## src/rtl/vga_pkg.sv

```systemverilog
// vga_pkg: shared types and constants for the VGA timing controller.
// Mode encoding, colour type, bar palette and delayed control bundle.
package vga_pkg;

  typedef enum logic [1:0] {
    VGA_PASS  = 2'd0,
    VGA_SOLID = 2'd1,
    VGA_BARS  = 2'd2
  } vga_mode_e;

  typedef logic [11:0] rgb12_t;

  // Control bits that must stay aligned with the fetched pixel
  typedef struct packed {
    logic      hs;
    logic      vs;
    logic      act;
    logic      first;
    vga_mode_e mode;
  } vga_ctrl_t;

  localparam rgb12_t BLANK_RGB = 12'h000;

  localparam rgb12_t BAR_PAL [8] = '{
    12'hFFF, 12'hFF0, 12'h0FF, 12'h0F0,
    12'hF0F, 12'hF00, 12'h00F, 12'h000
  };

  function automatic vga_mode_e mode_decode(
    input logic [1:0] m
  );
    vga_mode_e r;
    unique case (m)
      2'd1:    r = VGA_SOLID;
      2'd2:    r = VGA_BARS;
      default: r = VGA_PASS;
    endcase
    return r;
  endfunction

endpackage

```

## src/rtl/vga_timing_ctrl_delay.sv

```systemverilog
// vga_delay_line: enable-gated shift register with a reset value.
// A depth of zero collapses to a plain wire.
module vga_delay_line #(
  parameter int unsigned      WIDTH   = 1,
  parameter int unsigned      DEPTH   = 1,
  parameter logic [WIDTH-1:0] RST_VAL = '0
) (
  input  logic             clk,
  input  logic             rst,
  input  logic             en,
  input  logic [WIDTH-1:0] d_i,
  output logic [WIDTH-1:0] q_o
);

  if (DEPTH == 0) begin : g_wire
    logic unused_ctl;
    assign unused_ctl = ^{clk, rst, en};
    assign q_o = d_i;
  end else begin : g_sr
    logic [WIDTH-1:0] sr_q [DEPTH];

    always_ff @(posedge clk) begin
      if (rst) begin
        for (int i = 0; i < int'(DEPTH); i++)
          sr_q[i] <= RST_VAL;
      end else if (en) begin
        sr_q[0] <= d_i;
        for (int i = 1; i < int'(DEPTH); i++)
          sr_q[i] <= sr_q[i-1];
      end
    end

    assign q_o = sr_q[DEPTH-1];
  end

endmodule

```

## src/rtl/vga_timing_ctrl.sv

```systemverilog
// vga_timing_ctrl: parametrised VGA sync/blank generator and
// pixel output stage with latency-matched sync and frame modes.
module vga_timing_ctrl
  import vga_pkg::*;
#(
  parameter int unsigned H_A_VID   = 640,
  parameter int unsigned H_F_PORCH = 16,
  parameter int unsigned H_SYNC    = 96,
  parameter int unsigned H_B_PORCH = 48,
  parameter int unsigned V_A_VID   = 480,
  parameter int unsigned V_F_PORCH = 11,
  parameter int unsigned V_SYNC    = 2,
  parameter int unsigned V_B_PORCH = 31,
  parameter bit          H_POL     = 1'b0,
  parameter bit          V_POL     = 1'b0,
  parameter int unsigned CLK_DIV   = 2,
  parameter int unsigned PIX_LAT   = 2,
  localparam int unsigned H_TOT =
    H_A_VID + H_F_PORCH + H_SYNC + H_B_PORCH,
  localparam int unsigned V_TOT =
    V_A_VID + V_F_PORCH + V_SYNC + V_B_PORCH,
  localparam int unsigned HW = $clog2(H_TOT),
  localparam int unsigned VW = $clog2(V_TOT)
) (
  input  logic          clk,
  input  logic          rst,
  input  logic [1:0]    mode,
  input  logic [11:0]   solid_rgb,
  input  logic [11:0]   pix_data,
  input  logic          pix_valid,
  output logic [HW-1:0] pix_x,
  output logic [VW-1:0] pix_y,
  output logic          pix_req,
  output logic          pix_ce,
  output logic [3:0]    red,
  output logic [3:0]    green,
  output logic [3:0]    blue,
  output logic          hsync,
  output logic          vsync,
  output logic          active,
  output logic          frame_start,
  output logic          underflow
);

  localparam int unsigned DW =
    (CLK_DIV > 1) ? $clog2(CLK_DIV) : 1;
  localparam logic [DW-1:0] DIV_LAST =
    DW'(CLK_DIV - 1);
  localparam logic [HW-1:0] H_LAST = HW'(H_TOT - 1);
  localparam logic [VW-1:0] V_LAST = VW'(V_TOT - 1);

  localparam int unsigned HS_BEG = H_A_VID + H_F_PORCH;
  localparam int unsigned HS_END = HS_BEG + H_SYNC;
  localparam int unsigned VS_BEG = V_A_VID + V_F_PORCH;
  localparam int unsigned VS_END = VS_BEG + V_SYNC;
  localparam int unsigned BAR_W  = H_A_VID / 8;

  localparam vga_ctrl_t CTRL_RST = '{
    hs:    ~H_POL,
    vs:    ~V_POL,
    act:   1'b0,
    first: 1'b0,
    mode:  VGA_PASS
  };

  logic [DW-1:0] div_q, div_d;
  logic          ce_q, ce_d;

  always_comb begin
    div_d = div_q + DW'(1);
    ce_d  = 1'b0;
    if (div_q == DIV_LAST) begin
      div_d = '0;
      ce_d  = 1'b1;
    end
  end

  always_ff @(posedge clk) begin
    if (rst) begin
      div_q <= '0;
      ce_q  <= 1'b0;
    end else begin
      div_q <= div_d;
      ce_q  <= ce_d;
    end
  end

  logic [HW-1:0] h_q, h_d;
  logic [VW-1:0] v_q, v_d;

  always_comb begin
    h_d = h_q;
    v_d = v_q;
    if (ce_q) begin
      if (h_q == H_LAST) begin
        h_d = '0;
        v_d = (v_q == V_LAST) ? '0 : v_q + VW'(1);
      end else begin
        h_d = h_q + HW'(1);
      end
    end
  end

  always_ff @(posedge clk) begin
    if (rst) begin
      h_q <= '0;
      v_q <= '0;
    end else begin
      h_q <= h_d;
      v_q <= v_d;
    end
  end

  logic [31:0] h_w, v_w;
  logic        hs_raw, vs_raw, act_raw, origin;

  assign h_w     = 32'(h_q);
  assign v_w     = 32'(v_q);
  assign hs_raw  = (h_w >= HS_BEG && h_w < HS_END)
                 ? H_POL : ~H_POL;
  assign vs_raw  = (v_w >= VS_BEG && v_w < VS_END)
                 ? V_POL : ~V_POL;
  assign act_raw = (h_w < H_A_VID) && (v_w < V_A_VID);
  assign origin  = (h_q == '0) && (v_q == '0);

  // Mode travels with the pixel so (0,0) already sees the new frame mode
  vga_mode_e mode_q, mode_d, mode_cur;

  assign mode_cur = origin ? mode_decode(mode) : mode_q;
  assign mode_d   = ce_q ? mode_cur : mode_q;

  always_ff @(posedge clk) begin
    if (rst) mode_q <= VGA_PASS;
    else     mode_q <= mode_d;
  end

  vga_ctrl_t ctrl_raw, ctrl_dly;

  always_comb begin
    ctrl_raw.hs    = hs_raw;
    ctrl_raw.vs    = vs_raw;
    ctrl_raw.act   = act_raw;
    ctrl_raw.first = origin;
    ctrl_raw.mode  = mode_cur;
  end

  vga_delay_line #(
    .WIDTH   ($bits(vga_ctrl_t)),
    .DEPTH   (PIX_LAT),
    .RST_VAL (CTRL_RST)
  ) u_ctrl_dly (
    .clk (clk),
    .rst (rst),
    .en  (ce_q),
    .d_i (ctrl_raw),
    .q_o (ctrl_dly)
  );

  logic [HW-1:0] h_dly;

  vga_delay_line #(
    .WIDTH   (HW),
    .DEPTH   (PIX_LAT),
    .RST_VAL ('0)
  ) u_h_dly (
    .clk (clk),
    .rst (rst),
    .en  (ce_q),
    .d_i (h_q),
    .q_o (h_dly)
  );

  logic [2:0] bar_sel;
  rgb12_t     rgb_d;
  logic       uf_d;

  assign bar_sel = 3'(32'(h_dly) / BAR_W);

  always_comb begin
    rgb_d = BLANK_RGB;
    uf_d  = 1'b0;
    if (ctrl_dly.act) begin
      unique case (ctrl_dly.mode)
        VGA_SOLID: rgb_d = solid_rgb;
        VGA_BARS:  rgb_d = BAR_PAL[bar_sel];
        default: begin
          if (pix_valid) rgb_d = pix_data;
          else           uf_d  = 1'b1;
        end
      endcase
    end
  end

  rgb12_t rgb_q;
  logic   hs_q, vs_q, act_q, fs_q, uf_q;

  // Pulses clear every clk so they last one clk, not a whole pixel
  always_ff @(posedge clk) begin
    if (rst) begin
      rgb_q <= BLANK_RGB;
      hs_q  <= ~H_POL;
      vs_q  <= ~V_POL;
      act_q <= 1'b0;
      fs_q  <= 1'b0;
      uf_q  <= 1'b0;
    end else begin
      fs_q <= 1'b0;
      uf_q <= 1'b0;
      if (ce_q) begin
        rgb_q <= rgb_d;
        hs_q  <= ctrl_dly.hs;
        vs_q  <= ctrl_dly.vs;
        act_q <= ctrl_dly.act;
        fs_q  <= ctrl_dly.first;
        uf_q  <= uf_d;
      end
    end
  end

  assign pix_x       = h_q;
  assign pix_y       = v_q;
  assign pix_req     = act_raw & ~rst;
  assign pix_ce      = ce_q;
  assign red         = rgb_q[11:8];
  assign green       = rgb_q[7:4];
  assign blue        = rgb_q[3:0];
  assign hsync       = hs_q;
  assign vsync       = vs_q;
  assign active      = act_q;
  assign frame_start = fs_q;
  assign underflow   = uf_q;

endmodule

```

## config.mk

```make
export PLATFORM = sky130hd
export DESIGN_NAME = vga_timing_ctrl
export DESIGN_NICKNAME = d
export VERILOG_FILES = /design/src/rtl/vga_pkg.sv /design/src/rtl/vga_timing_ctrl_delay.sv /design/src/rtl/vga_timing_ctrl.sv
export SDC_FILE = /design/constraint.sdc
export NUM_CORES = 1
export LEC_CHECK = 0
export CAP_MARGIN = 20
export CORE_MARGIN = 1.5
export CORE_UTILIZATION = 45
export DETAILED_ROUTE_END_ITERATION = 12
export DONT_BUFFER_PORTS = 1
export GPL_TIMING_DRIVEN = 0
export HOLD_SLACK_MARGIN = 0.15
export SYNTH_ARGS = -nofsm -noshare
export SYNTH_HDL_FRONTEND = slang
export SYNTH_HIERARCHICAL = 1
export SYNTH_SLANG_ARGS = --single-unit
```

## constraint.sdc

```tcl
create_clock -name clk -period 9 [get_ports clk]
set_clock_uncertainty 0.2 [all_clocks]
set_input_delay 2.25 -clock clk [delete_from_list [all_inputs] [get_ports clk]]
set_output_delay 2.25 -clock clk [all_outputs]
set_load 0.1 [all_outputs]
```

==> run_results.csv, run 1 <==
group,metric,value,unit
outcome,status,"completed",
clocking,ctsHoldBuffers,0,
worst_setup_path,path_buf_inv,3,
clocking,clk_pin_slew,80,ps
clocking,htree_levels,3,
clocking,numCtsBuffers,9,
synthesis,synthCells,428,
synthesis,ys_seq_elements,73,
timing,rsz0062_at_grt,"no",
layout,regArea,1780,um^2
worst_setup_path,path_delay_family,"buffers and inverters",
pwr,leakagePower,0.00184,uW
synthesis,synth_edf_count,32,
timing,worst_slew_pin_slew,1160,ps
floorplanning,die_w,97.4,um
clocking,numClockSinks,73,
clocking,clk_latency,340,ps
clocking,post_cts_buffers,0,
worst_setup_path,setup.worst_path.end_class,"output port",
layout,layout-drive-gt1-share,15.3,%
floorplanning,die_h,97.4,um
worst_setup_path,crit_top_cell,"clkbuf_1",
drt,totalWireLength,8670,um
worst_setup_path,reg2reg_from,"pix_ce",
timing,finalCritPeriodShare,67.0,%
layout,num_antenna_cells,0,
worst_setup_path,cp_num_cells,4,
clocking,ctsResizeCount,0,
drt,drt_iter0_markers,102,
synthesis,synth-main-ff-cell,"dfxtp_1",
worst_setup_path,reg2reg_depth,7,
timing,hold_viol,0,
clocking,clockBufferDepth,2,
layout,post-route-util,53.1,%
timing,finalSetupViolCount,0,
worst_setup_path,cp_max_fo,10,
drt,routed_via_density,5.40,
drt,wire_per_inst,15.3,um
layout,areaGrowthSynthToFinish,14.9,%
worst_setup_path,rrSetupSlack,5440,ps
drt,first_pass_iters,4,
worst_setup_path,critical_path_class,"input port to output port",
worst_setup_path,r2r_end,"pix_y[7]",
timing,finalSetupTns,0,ps
timing,max_freq,166,MHz
floorplanning,dieArea,9490,um^2
global_routing,antenna_found_initial,0,
synthesis,ys.warnings.count,6,
pwr,irDropWorstVdd,98.2,uV
global_routing,grtUsageTotal,18.7,%
placement,portBuffers,0,
timing,drv_slew,0,
timing,relSlewSlack,22.8,%
worst_setup_path,critPathCapture,"pix_req",
synthesis,syn_nets,465,
layout,fillers,812,
floorplanning,rows,34,
worst_setup_path,required,6550,ps
drt,drt.antenna.violating_nets,0,
synthesis,synth.avg_cell_area,9.38,um^2
synthesis,synth.distinct_cells,54,
worst_setup_path,slowest_stage,"nor4_2",
clocking,cts_tree,"built",
placement,gp_congestion,0.859,
placement,dp.cells,539,
global_routing,grt_pass1_wl,14400,um
worst_setup_path,path_cells,"clkbuf_1, clkbuf_1, nor4_2, buf_16",
worst_setup_path,critical_path.max_stage_delay,550,ps
layout,fin_nets,489,
worst_setup_path,critPathArrivalTime,3580,ps
run,maxCapViolCount,0,
min_path,min_path_type,"flop to flop",
synthesis,synth_area,4010,um^2
global_routing,first_global_vias,2978,
drt,drc_errors,0,
placement,hpwl,6280,um
synthesis,seq_area_frac_synth,44.4,%
layout,stdcell_count,565,
global_routing,overflow,0,
layout,multi_input_area,1930,um^2
timing,min_period,6030,ps
floorplanning,io_pins,68,
floorplanning,start_util,46.2,%
drt,vias,3051,
layout,layout_common_cells,"nand2_1, dfxtp_1, nor2_1",
worst_setup_path,crit_start,"rst",
global_routing,grt_max_degree,21,
worst_setup_path,start_kind,"input port",
floorplanning,coreArea,8680,um^2
pwr,power_density,153,nW/um^2
synthesis,async_flop_share,0,%
clocking,root_buffer,"clkbuf_8",
registers in the layout, summed over array words and instances, names as in the netlist:
signal	count
active	1
div_q	1
frame_start	1
hsync	1
mode_q	2
pix_ce	1
pix_x	10
pix_y	10
rgb_q	12
u_ctrl_dly/g_sr.sr_q	12
u_h_dly/g_sr.sr_q	20
underflow	1
vsync	1
final cells by class:
type                            count  area share, %
Multi-Input combinational cell    298           41.9
Sequential cell                    73           38.7
Timing Repair Buffer               13           5.67
Buffer                             42           5.43
Tap cell                          108           2.93
Clock buffer                       10           2.77
Clock inverter                      6           1.44
Inverter                           15           1.22
worst reg2reg max path, delay by kind of cell (launching register included):
| family | cells | cell delay, ps |
|---|---|---|
| AND/OR/NAND/NOR | 5 | 1680 |
| flip-flops | 1 | 1080 |
| buffers and inverters | 1 | 400 |
| AO/OA/AOI/OAI | 1 | 140 |
metrics by stage:
stage	power (uW)	area, um^2	worst slack, ps	hold WS, ps
final	704	4610	2970	212
after global routing	735	4610	2880	223
after CTS	712	4430	2940	211
after detailed placement	460	4240	2970	196
after global placement	457	4150	634	192
after floorplan	441	4010	1030	185
routing by layer:
metal	vias to the layer above	GRT usage (%)	share of wire (%)
met2	87	31.1	48
met4	0	4.62	0.67
met1	1412	24.3	45
met5	-	0	0
li1	1546	-	-
met3	6	4.89	6.4
cells in the mapped netlist (10+ instances only):
library cell | instances | share of area [%]
dfxtp_1 | 41 | 20
nor3_1 | 11 | 1.4
and3b_1 | 21 | 4.6
nor2_1 | 36 | 3.4
o21ai_0 | 17 | 2.1
nand2_1 | 41 | 3.8
a21oi_1 | 24 | 3.0
nand2b_1 | 17 | 2.7
nand3_1 | 13 | 1.6
edfxtp_1 | 32 | 24
clkbuf_1 | 17 | 1.6
inv_1 | 15 | 1.4
buf_4 | 17 | 3.2
a21o_1 | 10 | 1.9
cells by family after synthesis:
group           Yosys count  share of synthesized area [%]
compound gates           81                           13.2
xor+xnor                 15                           3.27
simple gates            185                           26.7
flops                    73                           44.4
buf+inv                  57                           7.64
mux                       7                           1.84
fa+ha+maj                10                           2.99
worst min path at each step:
stage               start    end  slack (ps)  depth (start not counted)
finish              div_q  div_q         210                          1
global route        div_q  div_q         220                          1
floorplan           div_q  div_q         180                          1
global placement    div_q  div_q         190                          1
CTS                 div_q  div_q         210                          1
detailed placement  div_q  div_q         200                          1
power by group:
| group | internal [uW] | switching, uW | leakage, uW |
|---|---|---|---|
| logic | 30.2 | 45.7 | 0.00109 |
| registers | 355 | 20.9 | 0.000655 |
| clock network | 129 | 123 | 0.000101 |
| total | 515 | 189 | 0.00184 |
(Power assumes the default switching activity.)
==> run 2, diff against run 1 <==
Settings changed: ABC_AREA set to 1.
Clock period 9 ns to 5.6 ns, I/O delays scaled along.
==> run_results.csv, run 2 <==
group,metric,value,unit
clocking,clk_latency,340,ps
worst_setup_path,crit_start,"pix_y[5]",
placement,gp_congestion,0.780,
synthesis,synth_area,3550,um^2
worst_setup_path,required,4000,ps
pwr,switching_power,307,uW
layout,final_common_cell,"nand2_1",
worst_setup_path,reg2reg_from,"pix_x[1]",
pwr,p_comb_share,11.9,%
timing,hold_viol,0,
drt,drt_iter0_markers,131,
drt,drt.antenna.violating_nets,0,
floorplanning,die_h,91.8,um
timing,finalSetupViolCount,0,
clocking,numCtsBuffers,9,
timing,worst_slew_pin_slew,1130,ps
run,maxCapViolCount,0,
min_path,hold_start,"div_q",
layout,layout-drive-gt1-share,19.6,%
floorplanning,die_w,91.8,um
global_routing,overflow,0,
layout,layout_common_cells,"nand2_1, inv_1, dfxtp_1",
layout,post-route-util,52.0,%
clocking,ctsResizeCount,0,
global_routing,antenna_found_initial,0,
pwr,p_total,1060,uW
drt,wire_per_inst,13.3,um
clocking,clk_pin_slew,80,ps
clocking,ctsHoldBuffers,0,
layout,num_antenna_cells,0,
layout,fin_nets,497,
clocking,clockBufferDepth,2,
pwr,power_density,264,nW/um^2
global_routing,grt_pass1_wl,12600,um
clocking,numClockSinks,65,
clocking,cts_tree,"built",
synthesis,synthCells,444,
global_routing,first_global_vias,2790,
min_path,whs_path_depth,1,
pwr,switching_share,29.0,%
pwr,seq_power_share,50.8,%
worst_setup_path,reg2reg_depth,9,
clocking,htree_levels,3,
timing,rsz0062_at_grt,"no",
worst_setup_path,setup.worst_path.end_class,"output port",
drt,totalWireLength,7560,um
pwr,irDropWorstVdd,95.1,uV
clocking,post_cts_buffers,0,
placement,hpwl,5620,um
layout,final_area,4000,um^2
synthesis,synth.avg_cell_area,8.00,um^2
synthesis,syn_nets,481,
floorplanning,coreArea,7690,um^2
pwr,clkPwrFrac,37.2,%
timing,finalCritPeriodShare,75.7,%
worst_setup_path,critPathArrivalTime,2640,ps
worst_setup_path,start_kind,"flop",
floorplanning,rows,32,
clocking,root_buffer,"clkbuf_8",
global_routing,grtUsageTotal,19.2,%
timing,drv_slew,0,
drt,vias,2851,
floorplanning,io_pins,68,
drt,routed_via_density,5.03,
worst_setup_path,critical_path_class,"flop to output port",
floorplanning,start_util,46.2,%
layout,largestRegisters,"rgb_q x12, u_ctrl_dly/g_sr.sr_q x12, u_h_dly/g_sr.sr_q x12",
pwr,intPower,749,uW
timing,min_period,4240,ps
worst_setup_path,cp_max_fo,4,
drt,drc_errors,0,
timing,max_freq,236,MHz
layout,fillers,751,
placement,dpl-instance-area,3760,um^2
synthesis,ys.warnings.count,6,
timing,finalSetupTns,0,ps
timing,relSlewSlack,24.4,%
drt,first_pass_iters,4,
placement,portBuffers,0,
floorplanning,dieArea,8440,um^2
layout,areaGrowthSynthToFinish,12.5,%
global_routing,grt_max_degree,13,
outcome,status,"completed",
pwr,leakagePower,0.00166,uW
min_path,min_path_type,"flop to flop",
run 2: cell type report:
| cell class | count | area (um^2) | area share [%] |
|---|---|---|---|
| multi-input combinational | 284 | 1590 | 39.7 |
| clock inverter | 5 | 35.0 | 0.876 |
| inverter | 72 | 270 | 6.76 |
| buffer | 23 | 169 | 4.23 |
| sequential | 65 | 1540 | 38.6 |
| timing repair buffer | 5 | 105 | 2.63 |
| clock buffer | 11 | 163 | 4.07 |
| tap | 102 | 128 | 3.19 |
run 2: path summary, 6_finish.rpt:
check	slack [ps]	to
min	230	div_q
max	1360	pix_req
min reg2reg	230	div_q
max reg2reg	2530	pix_y[7]
run 2: routing by layer:
metal	share of wire [%]	GRT usage (%)	vias up
li1	-	-	1459
met1	41	20.5	1285
met2	48	33.9	93
met3	9.1	6.97	14
met4	1.9	8.33	0
met5	0	0	-
run 2: critical path, cell delays in order (launching register included):
cell and delay (ps):
dfxtp_1 1000, inv_1 250, nor4_1 740, nor4_4 100, buf_16 200
run 2: through the flow:
stage | instances | hold slack (ps) | setup slack [ps]
floorplan | 444 | 193 | 860
global placement | 546 | 201 | 781
detailed placement | 549 | 215 | 1750
CTS | 565 | 227 | 1350
global route | 567 | 245 | 1220
finish | 567 | 226 | 1360
run 2: power groups by stage:
stage	combinational (uW)	clock (uW)	sequential, uW
after floorplan	97.0	0	549
after global placement	115	0	550
after detailed placement	126	0	548
after CTS	127	408	537
after global routing	143	425	538
final	126	393	537
==> run 3, diff against run 2 <==
Clock period 5.6 ns to 4.05 ns, I/O delays scaled along.
==> run_results.csv, run 3 (same netlist as run 2, synthesis figures left out) <==
group,metric,value,unit
clocking,ctsHoldBuffers,0,
min_path,hold_start,"div_q",
worst_setup_path,reg2reg_depth,8,
worst_setup_path,r2r_end,"pix_y[7]",
clocking,post_cts_buffers,0,
pwr,p_comb_share,12.1,%
timing,finalCritPeriodShare,93.4,%
pwr,intPower,1060,uW
worst_setup_path,start_kind,"flop",
drt,drt.antenna.violating_nets,0,
global_routing,overflow,0,
floorplanning,die_w,91.8,um
floorplanning,rows,32,
pwr,clkPwrFrac,37.0,%
floorplanning,io_pins,68,
timing,worst_slew_pin_slew,1150,ps
outcome,status,"completed",
clocking,ctsResizeCount,0,
drt,wirelength_met1,3200,um
drt,first_pass_iters,4,
placement,dpl-instance-area,3760,um^2
drt,wl_met2,3670,um
layout,stdcell_count,567,
global_routing,grt_max_degree,13,
drt,vias,2863,
drt,wl_met3,562,um
timing,worst_slack,266,ps
drt,routed_via_density,5.05,
worst_setup_path,setup.worst_path.end_class,"output port",
layout,num_antenna_cells,0,
worst_setup_path,reg2reg_from,"pix_x[4]",
placement,place_ws,637,ps
layout,layout_common_cells,"nand2_1, inv_1, dfxtp_1",
layout,areaGrowthSynthToFinish,12.1,%
layout,fin_nets,497,
timing,finalSetupTns,0,ps
global_routing,first_global_vias,2705,
layout,multi_input_area,1590,um^2
pwr,power_density,366,nW/um^2
pwr,switching_share,27.6,%
clocking,htree_levels,3,
placement,hpwl,5600,um
drt,totalWireLength,7580,um
clocking,clockBufferDepth,2,
worst_setup_path,cp_max_fo,4,
placement,dp.cells,549,
floorplanning,coreArea,7690,um^2
layout,layout-drive-gt1-share,18.7,%
min_path,hold_end,"div_q",
global_routing,grt_pass1_wl,12500,um
floorplanning,start_util,46.2,%
layout,final_common_cell,"nand2_1",
layout,regArea,1540,um^2
placement,gp_congestion,0.771,
worst_setup_path,required,2840,ps
timing,max_freq,264,MHz
floorplanning,die_h,91.8,um
clocking,numCtsBuffers,9,
layout,final_area,3980,um^2
worst_setup_path,critical_path_class,"flop to output port",
placement,portBuffers,0,
run,maxCapViolCount,0,
clocking,clk_pin_slew,70,ps
timing,drv_slew,0,
timing,relSlewSlack,23.2,%
pwr,irDropWorstVdd,164,uV
drt,routed.top_layer,"met4",
pwr,leakagePower,0.00166,uW
timing,hold_viol,0,
global_routing,antenna_found_initial,0,
clocking,cts_tree,"built",
min_path,whs_path_depth,1,
layout,fillers,742,
drt,drc_errors,0,
drt,drt_iter0_markers,85,
pwr,switching_power,402,uW
timing,finalSetupViolCount,0,
worst_setup_path,rrSetupSlack,930,ps
worst_setup_path,critPathArrivalTime,2570,ps
global_routing,grtUsageTotal,18.9,%
clocking,numClockSinks,65,
layout,largestRegisters,"rgb_q x12, u_ctrl_dly/g_sr.sr_q x12, u_h_dly/g_sr.sr_q x12",
drt,wire_per_inst,13.4,um
pwr,seq_power_share,50.9,%
pwr,p_total,1460,uW
clocking,clk_latency,340,ps
clocking,root_buffer,"clkbuf_8",
timing,min_period,3780,ps
min_path,min_path_type,"flop to flop",
floorplanning,dieArea,8440,um^2
timing,rsz0062_at_grt,"no",
[run 3: changes by cell type in the layout (fill, tap and decap cells not counted), sizes merged]
| cell | delta |
|---|---|
| clkinvlp | -2 |
| inv | -2 |
| clkbuf | +2 |
| buf | -1 |
| bufinv | +1 |
| clkinv | +2 |
[run 3: layer usage]
metal / vias up / global-route usage (%)
met5: - / 0
met3: 13 / 5.64
met1: 1307 / 21.0
met2: 82 / 33.2
li1: 1461 / -
met4: 0 / 8.46
[run 3: critical path, cell delays in order, from the launching register on]
cell	delay, ps
dfxtp_1	1000
inv_1	230
nor4_1	700
nor4_4	90
buf_16	200
[run 3: power groups by stage]
| stage | clock network [uW] | logic (uW) | registers, uW |
|---|---|---|---|
| 2_1_floorplan | 0 | 135 | 758 |
| 3_3_place_gp | 0 | 159 | 761 |
| 3_5_place_dp | 0 | 176 | 757 |
| 4_1_cts | 553 | 177 | 742 |
| 5_1_grt | 576 | 200 | 744 |
| 6_report | 540 | 176 | 742 |
[run 3: metrics by stage]
step,hold WS [ps],util (%)
2_1_floorplan,193,-
3_3_place_gp,202,48.1
3_5_place_dp,209,48.9
4_1_cts,225,51.4
5_1_grt,265,51.8
6_report,224,51.8
[run 3: how the worst max path moves through the flow]
stage	end	slack, ps	cells after the start	from
floorplan	pix_req	570	2	pix_y[9]
global placement	pix_req	410	2	pix_y[9]
detailed placement	pix_req	640	4	pix_y[5]
CTS	pix_req	250	4	pix_y[5]
global route	pix_req	120	4	pix_y[5]
finish	pix_req	270	4	pix_y[5]
[run 3: cell type report]
cell class | count | share of cell area, %
multi-input combinational | 284 | 39.8
clock inverter | 4 | 1.10
clock buffer | 12 | 3.65
tap | 102 | 3.21
timing repair buffer | 5 | 2.45
buffer | 23 | 4.24
sequential | 65 | 38.7
inverter | 72 | 6.79
